==> config.mk <==
export PLATFORM = sky130hd
export DESIGN_NAME = sprite_rom_arbiter
export DESIGN_NICKNAME = d
export VERILOG_FILES = /design/src/rtl/sprite_rom_arbiter.sv
export SDC_FILE = /design/constraint.sdc
export NUM_CORES = 1
export LEC_CHECK = 0
export ABC_AREA = 0
export CORE_AREA = 3 3 56 58
export CTS_CLUSTER_DIAMETER = 150
export DETAILED_ROUTE_END_ITERATION = 10
export DIE_AREA = 0 0 59 61
export GPL_TIMING_DRIVEN = 0
export HOLD_SLACK_MARGIN = 0.06
export MAX_ROUTING_LAYER = met4
export PLACE_DENSITY = 0.82
export SYNTH_ARGS = -nofsm -noshare
export SYNTH_HDL_FRONTEND = slang
export SYNTH_SLANG_ARGS = --single-unit
==> constraint.sdc <==
create_clock -name clk -period 5.57 [get_ports clk]
set_clock_uncertainty 0.2 [all_clocks]
set_input_delay 0.557 -clock clk [delete_from_list [all_inputs] [get_ports clk]]
set_output_delay 0.557 -clock clk [all_outputs]
set_load 0.03 [all_outputs]
==> src/rtl/sprite_rom_arbiter.sv <==
// sprite_rom_arbiter
//
// Shares one pipelined sprite ROM among NUM_REQ requesters.
//
// Arbitration is round-robin and can issue one grant per cycle. The grant
// (gnt) is combinational from req and the registered pointer rr_ptr_q. The
// granted requester's address is forwarded to rom_addr in the same cycle.
//
// A tag pipeline of ROM_LATENCY stages records which requester was granted.
// When the tag leaves the last stage, the block raises rsp_valid for that
// requester, in the same cycle that the ROM presents the word.
//
// Handshake: a requester raises req with req_addr and holds both stable
// until it sees gnt high in a cycle; that cycle is the transfer. It may
// drop or change req/req_addr from the next cycle on. A req left high is
// simply arbitrated again.
//
// Optional feature macro: SPRITE_ARB_PRIO0_EN. When it is defined,
// requester 0 has strict priority. The pointer then rotates only among
// requesters 1..NUM_REQ-1, and a grant to requester 0 does not move it.
module sprite_rom_arbiter #(
  parameter int NUM_REQ     = 3,
  parameter int ADDR_W      = 8,
  parameter int DATA_W      = 16,
  parameter int ROM_LATENCY = 2
) (
  input  logic                      clk,
  input  logic                      reset_n,
  input  logic [NUM_REQ-1:0]        req,
  input  logic [NUM_REQ*ADDR_W-1:0] req_addr,
  output logic [NUM_REQ-1:0]        gnt,
  output logic [ADDR_W-1:0]         rom_addr,
  input  logic [DATA_W-1:0]         rom_dout,
  output logic [NUM_REQ-1:0]        rsp_valid,
  output logic [DATA_W-1:0]         rsp_data,
  output logic                      busy
);

  localparam int               IDX_W    = (NUM_REQ > 1) ? $clog2(NUM_REQ) : 1;
  localparam logic [IDX_W-1:0] LAST_IDX = IDX_W'(NUM_REQ - 1);

  logic [IDX_W-1:0]                   rr_ptr_q, rr_ptr_d;
  logic                               gnt_vld;
  logic [IDX_W-1:0]                   gnt_idx;
  logic [IDX_W-1:0]                   cand;
  logic                               ptr_adv;
  logic [ROM_LATENCY-1:0]             tag_vld_q, tag_vld_d;
  logic [ROM_LATENCY-1:0][IDX_W-1:0]  tag_idx_q, tag_idx_d;

  // Winner search: start at rr_ptr_q, wrap modulo NUM_REQ, and take the
  // first requester whose req is high. Reset forces "no grant".
  always_comb begin
    gnt_vld = 1'b0;
    gnt_idx = '0;
    cand    = '0;
`ifdef SPRITE_ARB_PRIO0_EN
    if (req[0]) begin
      gnt_vld = 1'b1;
    end
`endif
    for (int off = 0; off < NUM_REQ; off++) begin
      cand = IDX_W'((int'(rr_ptr_q) + off) % NUM_REQ);
      if (!gnt_vld && req[cand]) begin
        gnt_vld = 1'b1;
        gnt_idx = cand;
      end
    end
    if (!reset_n) begin
      gnt_vld = 1'b0;
      gnt_idx = '0;
    end
  end

  // Decode the winner: one-hot grant, and the winner's address slice.
  always_comb begin
    gnt      = '0;
    rom_addr = '0;
    for (int i = 0; i < NUM_REQ; i++) begin
      if (gnt_vld && (gnt_idx == IDX_W'(i))) begin
        gnt[i]   = 1'b1;
        rom_addr = req_addr[i*ADDR_W +: ADDR_W];
      end
    end
  end

  // Pointer moves to the requester after the winner. It holds when nothing
  // is granted, and also on a priority grant to requester 0.
  always_comb begin
    ptr_adv  = gnt_vld;
`ifdef SPRITE_ARB_PRIO0_EN
    ptr_adv  = gnt_vld && (gnt_idx != '0);
`endif
    rr_ptr_d = rr_ptr_q;
    if (ptr_adv) begin
      rr_ptr_d = (gnt_idx == LAST_IDX) ? '0 : gnt_idx + 1'b1;
    end
  end

  // Tag pipeline: stage 0 takes this cycle's grant, and every stage
  // shifts by one each cycle.
  always_comb begin
    tag_vld_d    = '0;
    tag_idx_d    = '0;
    tag_vld_d[0] = gnt_vld;
    tag_idx_d[0] = gnt_idx;
    for (int s = 1; s < ROM_LATENCY; s++) begin
      tag_vld_d[s] = tag_vld_q[s-1];
      tag_idx_d[s] = tag_idx_q[s-1];
    end
  end

  // State registers. Reset discards in-flight reads and rewinds the pointer.
  always_ff @(posedge clk or negedge reset_n) begin
    if (!reset_n) begin
      rr_ptr_q  <= '0;
      tag_vld_q <= '0;
      tag_idx_q <= '0;
    end else begin
      rr_ptr_q  <= rr_ptr_d;
      tag_vld_q <= tag_vld_d;
      tag_idx_q <= tag_idx_d;
    end
  end

  // Response: the last tag stage lines up with the word now on rom_dout.
  always_comb begin
    rsp_valid = '0;
    for (int i = 0; i < NUM_REQ; i++) begin
      rsp_valid[i] = tag_vld_q[ROM_LATENCY-1] &&
                     (tag_idx_q[ROM_LATENCY-1] == IDX_W'(i));
    end
  end

  assign rsp_data = rom_dout;
  assign busy     = |tag_vld_q;

endmodule

==> results of run 1 <==
## critical path, delay by kind of cell
| family | cells | cell delay, ns |
|---|---|---|
| buffers and inverters | 3 | 1.63 |
| AOI/OAI and AO/OA | 4 | 0.72 |
| muxes | 1 | 0.19 |
## how the worst max path moves through the flow
| stage | startpoint | to | slack (ns) | cells past startpoint |
|---|---|---|---|---|
| 4_1_cts | reset_n | rom_addr[6] | 1.66 | 8 |
| 3_3_place_gp | reset_n | rom_addr[6] | 1.74 | 8 |
| 2_1_floorplan | rr_ptr_q[0] | rom_addr[1] | 2.81 | 8 |
| 6_report | reset_n | rom_addr[6] | 1.70 | 8 |
| 3_5_place_dp | reset_n | rom_addr[6] | 1.67 | 8 |
| 5_1_grt | reset_n | rom_addr[6] | 1.52 | 8 |
## cell usage after synthesis (2+ instances only)
| cell | instances | area, um^2 |
|---|---|---|
| and3b_1 | 2 | 17.5 |
| inv_1 | 14 | 52.6 |
| ha_1 | 2 | 25.0 |
| mux2_4 | 6 | 90.1 |
| mux2_2 | 2 | 22.5 |
| nand2_1 | 2 | 7.51 |
| o31ai_1 | 8 | 60.1 |
| nand2b_1 | 2 | 12.5 |
| buf_4 | 17 | 128 |
| nor2_1 | 2 | 7.51 |
| and4bb_2 | 2 | 25.0 |
| buf_6 | 3 | 33.8 |
| nor3b_1 | 3 | 22.5 |
| nand3_1 | 9 | 45.0 |
| dfrtp_1 | 8 | 200 |
## power groups by stage
stage	sequential (mW)	clock, mW	combinational [mW]
global route	0.0948	0.0501	0.559
CTS	0.0920	0.0437	0.521
finish	0.0920	0.0415	0.517
detailed placement	0.0930	0	0.518
floorplan	0.0890	0	0.359
global placement	0.0912	0	0.509
## metal layers
metal  part of all wire [%]  GRT usage [%]  vias up
met4                      0           2.91        0
li1                       -              -      481
met1                     38           19.4      434
met5                      0              -        -
met2                     51           26.3       48
met3                     11           6.60        0
## state kept, by name, indices dropped and copies added, names as in the netlist
register   count
rr_ptr_q       2
tag_idx_d      2
tag_idx_q      2
tag_vld_q      2
## stage by stage
stage / std cells / utilization, % / hold slack (ns) / setup slack, ns
2_1_floorplan: 106 / - / 0.0614 / 2.81
3_3_place_gp: 195 / 58.6 / 0.132 / 1.74
3_5_place_dp: 195 / 58.6 / 0.136 / 1.67
4_1_cts: 198 / 59.4 / 0.147 / 1.66
5_1_grt: 198 / 59.4 / 0.164 / 1.52
6_report: 198 / 59.4 / 0.150 / 1.70
## area by class of cell
type	count	share of cell area, %
Timing Repair Buffer	58	36.1
Multi-Input combinational cell	62	33.2
Sequential cell	8	12.4
Buffer	22	11.3
Inverter	14	3.26
Tap cell	31	2.41
Clock buffer	3	1.40
## cell families after synthesis
| kind of cell | share of synthesized area, % |
|---|---|
| buf+inv | 24.2 |
| simple gates | 20.0 |
| flops | 20.7 |
| mux | 11.6 |
| fa+ha+maj | 2.58 |
| compound gates | 20.9 |
==> summary.md, run 1 <==
| Metric | Value |
|---|---|
| Status | finished, final reports clean |
| Area of the multi-input gates | 534 um^2 |
| Gate Count Post-Synth | 106 |
| Fin crit period | 3.87 ns |
| Worst-path clk slew | 0.05 ns |
| Most frequent cells in the layout | clkdlybuf4s50_1 (58), buf_4 (17), inv_1 (14), nand3_1 (9) |
| Int Pwr | 344 uW |
| Switching Share | 47.1% |
| DRT Pass-1 Iters | 4 |
| Seq pwr share | 14.1% |
| Switching power | 307 uW |
| Synth Flop Type | dfrtp_1 |
| Critical path type | in -> out |
| Commonest non-fill, non-tap cell in the layout | clkdlybuf4s50_1 |
| Reg2Reg Setup Slack | 3.29 ns |
| First-pass GRT wire length | 4410 um |
| Worst Setup End Kind | output pin |
| RSZ-0062 raised after global routing | no |
| Crit path top cell by count | clkdlybuf4s50_1 |
| # diodes | 0 |
| Vias in the first global route | 1014 |
| Hold Path Stages | 0 |
| Placed Area | 1590 um^2 |
| Worst Hold Launch | tag_idx_d[3] |
| Drt initial violations | 11 |
| Cell Chain, Critical Path | clkdlybuf4s50_1 > o41ai_1 > a211oi_1 > o21ai_1 > buf_2 > o31ai_1 > mux2_4 > clkdlybuf4s50_1 |
| Largest net degree at the start of global routing | 12 |
| Via count | 963 |
| CTS tree | done |
| Filler cells | 247 |
| Final period util | 69.4% |
| I/O Buffers | 58 |
| Max-Slew Margin vs Limit | 68.6% |
| Seq/Total Area, Yosys | 20.7% |
| Post-CTS Hold Buffers | 0 |
| Number of synthesized flops with an enable pin | 0 |
| Root buffer cell | clkbuf_4 |
| Delay of the slowest critical-path stage | 0.76 ns |
| Sequential cell area | 200 um^2 |
| DP Wirelength | 2340 um |
| Async SR Flop Fraction | 100% |
| WHS Endpoint | tag_idx_q[3] |
| Max-slew violations | 0 |
| CTS Buf Count | 3 |
| Htree depth | 1 |
| Drt via density | 4.86 |
| Fmax achieved | 259 MHz |
| Total clock sinks | 8 |
| Critical-path top delay cell | clkdlybuf4s50_1 |
| Die X-Extent | 59 um |
| Top-level I/O count | 76 |
| Post-route cell area | 1610 um^2 |
| Die height | 61 um |
| Starting Density | 35.7% |
| Maximum buffer depth of the clock tree | 2 |
| DR DRC count | 0 |
| Fraction of layout cells with a size suffix above 1 | 26.9% |
| Initial antenna violation count | 0 |
| Die footprint | 3600 um^2 |
| Final Power | 651 uW |
| P per Cell Area | 404 nW/um^2 |
| Seq cells post-synth | 8 |
| Average wire per standard cell | 13.8 um |
| Mapped Area | 968 um^2 |
| Aggregate global-route resource usage | 16.3% |
| Critical Path AT | 3.11 ns |
| Number of distinct library cells after synthesis | 39 |
| Clock share of power | 6.4% |
| CTS resizes | 0 |
| Hold WC Path Type | reg -> reg |
| Reg2Reg Launch Point | rr_ptr_q[0] |
| Post-Route WL | 2730 um |
| Mapped Nets | 153 |
| Max Cap Viol | 0 |
| Yosys Warn Count | 0 |
| Setup Buffers After CTS | 0 |
| # nets final | 216 |
| Final Hold Violating Endpoints | 0 |
| Site Rows | 19 |
| FF-to-FF path depth | 8 |
| DRT antenna net count | 0 |
| Setup crit start kind | input pin |
| Combinational Power Share | 79.5% |
| Worst slew pin tran | 0.469 ns |
| Avg Inst Size Synth | 9.14 um^2 |
| Static Leak | 0.743 nW |
| CP required | 4.81 ns |
| Overflow after GRT | 0 |
| R2R Path End | rr_ptr_q[0] |
| Clock Latency Late Sink | 0.24 ns |
| CP max FO | 11 |
| Core ar. | 2710 um^2 |
| Final setup fails | 0 |
| Area Growth Syn to Fin | 66.3% |
| Final TNS setup | 0 ns |
| VDD IR max | 250 uV |
| Global placement routability congestion | 0.807 |
No activity file was read; power rests on OpenSTA's default activity.
==> run 2: changes to the inputs <==
--- a/config.mk
+++ b/config.mk
@@ -6,14 +6,14 @@
 export NUM_CORES = 1
 export LEC_CHECK = 0
 export ABC_AREA = 0
-export CORE_AREA = 3 3 56 58
+export CORE_AREA = 3 3 59 61
 export CTS_CLUSTER_DIAMETER = 150
 export DETAILED_ROUTE_END_ITERATION = 10
-export DIE_AREA = 0 0 59 61
+export DIE_AREA = 0 0 62 64
 export GPL_TIMING_DRIVEN = 0
 export HOLD_SLACK_MARGIN = 0.06
 export MAX_ROUTING_LAYER = met4
-export PLACE_DENSITY = 0.82
+export PLACE_DENSITY = 0.74
 export SYNTH_ARGS = -nofsm -noshare
 export SYNTH_HDL_FRONTEND = slang
 export SYNTH_SLANG_ARGS = --single-unit
==> constraint.sdc (replaced) <==
create_clock -name clk -period 3.8 [get_ports clk]
set_clock_uncertainty 0.2 [all_clocks]
set_input_delay 0.38 -clock clk [delete_from_list [all_inputs] [get_ports clk]]
set_output_delay 0.38 -clock clk [all_outputs]
set_load 0.03 [all_outputs]
==> summary.md, run 2 (synthesis results as in run 1) <==
| Metric | Value |
|---|---|
| Commonest non-fill, non-tap cell in the layout | clkdlybuf4s50_1 |
| Top-level I/O count | 76 |
| Htree depth | 1 |
| Fraction of layout cells with a size suffix above 1 | 26.9% |
| Max-Slew Margin vs Limit | 65.8% |
| Site Rows | 20 |
| Worst slew pin tran | 0.512 ns |
| Status | finished, final reports clean |
| DRT Pass-1 Iters | 2 |
| RSZ-0062 raised after global routing | no |
| VDD IR max | 312 uV |
| Clock Latency Late Sink | 0.24 ns |
| Aggregate global-route resource usage | 13.7% |
| Setup Buffers After CTS | 0 |
| CP required | 3.22 ns |
| DRT antenna net count | 0 |
| Global placement routability congestion | 0.649 |
| Maximum buffer depth of the clock tree | 2 |
| Critical Path AT | 3.02 ns |
| Worst Setup End Kind | output pin |
| Area of the multi-input gates | 534 um^2 |
| Fmax achieved | 278 MHz |
| Final TNS setup | 0 ns |
| DP Wirelength | 2100 um |
| Filler cells | 275 |
| Post-CTS Hold Buffers | 0 |
| Initial antenna violation count | 0 |
| Post-Route WL | 2480 um |
| Die height | 64 um |
| Die X-Extent | 62 um |
| Area Growth Syn to Fin | 68.0% |
| Core ar. | 3030 um^2 |
| Post-route cell area | 1630 um^2 |
| Drt initial violations | 21 |
| Final core utilization | 53.7% |
| Placed Area | 1600 um^2 |
| # diodes | 0 |
| Most frequent cells in the layout | clkdlybuf4s50_1 (58), buf_4 (17), inv_1 (14), nand3_1 (9) |
| CP max FO | 10 |
| P per Cell Area | 584 nW/um^2 |
| Fin crit period | 3.60 ns |
| Placed instance count | 208 |
| DR DRC count | 0 |
| Setup crit start kind | register |
| Post-Layout Cell Count | 211 |
| Starting Density | 32.0% |
| Final setup fails | 0 |
| Drt via density | 4.57 |
| Static Leak | 0.743 nW |
| Hold WC Path Type | reg -> reg |
| Largest net degree at the start of global routing | 12 |
| Root buffer cell | clkbuf_4 |
| Max Cap Viol | 0 |
| Sequential cell area | 200 um^2 |
| Worst hold slack | 0.151 ns |
| Max-slew violations | 0 |
| Vias in the first global route | 988 |
| CTS Buf Count | 3 |
| Average wire per standard cell | 11.7 um |
| # nets final | 216 |
| Overflow after GRT | 0 |
| Worst-path clk slew | 0.05 ns |
| Final Hold Violating Endpoints | 0 |
| Final period util | 94.6% |
| Via count | 964 |
| Die footprint | 3970 um^2 |
| CTS tree | done |
| Total clock sinks | 8 |
| CTS resizes | 0 |
| I/O Buffers | 58 |
| Critical path type | reg -> out |
| First-pass GRT wire length | 4140 um |
## run 2: metrics by stage
stage / setup slack [ns] / total power [mW]
after CTS: 0.194 / 0.961
after global placement: 0.302 / 0.879
after floorplan: 1.22 / 0.657
final: 0.205 / 0.950
after detailed placement: 0.251 / 0.894
after global routing: 0.0258 / 1.02
## run 2: report_power, final
group          switching (mW)  internal (mW)
registers              0.0179          0.116
clock network          0.0252         0.0359
logic                   0.402          0.353
## run 2: layer usage
metal	wire [um]	part of all wire [%]	track usage, %
met5	0	0	-
met2	1230	50	20.9
met1	980	40	17.1
met4	0	0	2.39
met3	263	11	5.45
## run 2: layout make-up
cell class | count | area share [%]
flip-flops and latches | 8 | 12.3
multi-input cells | 62 | 32.8
inverters | 14 | 3.23
well taps | 44 | 3.38
repair buffers | 58 | 35.7
plain buffers | 22 | 11.2
clock buffers | 3 | 1.38
## run 2: critical path, cell delays in order (launching register included)
cell	delay (ns)
dfrtp_1	0.37
inv_1	0.05
ha_1	0.24
buf_6	0.16
nor3b_2	0.26
a32oi_1	0.10
o311ai_2	0.46
buf_8	0.22
mux2_4	0.30
clkdlybuf4s50_1	0.61
## run 2: path summary, 6_finish.rpt
| kind | from | end | slack [ns] | cells past startpoint |
|---|---|---|---|---|
| worst max-delay path | rr_ptr_q[0] | rom_addr[2] | 0.20 | 9 |
| worst min-delay path | tag_idx_d[2] | tag_idx_q[2] | 0.15 | 0 |
| worst max register to register | rr_ptr_q[0] | rr_ptr_q[0] | 1.53 | 8 |
| worst min register to register | tag_idx_d[2] | tag_idx_q[2] | 0.15 | 0 |
| max in group asynchronous | reset_n | tag_idx_q[3] | 2.83 | 1 |
| min in group asynchronous | reset_n | tag_idx_d[2] | 0.26 | 1 |
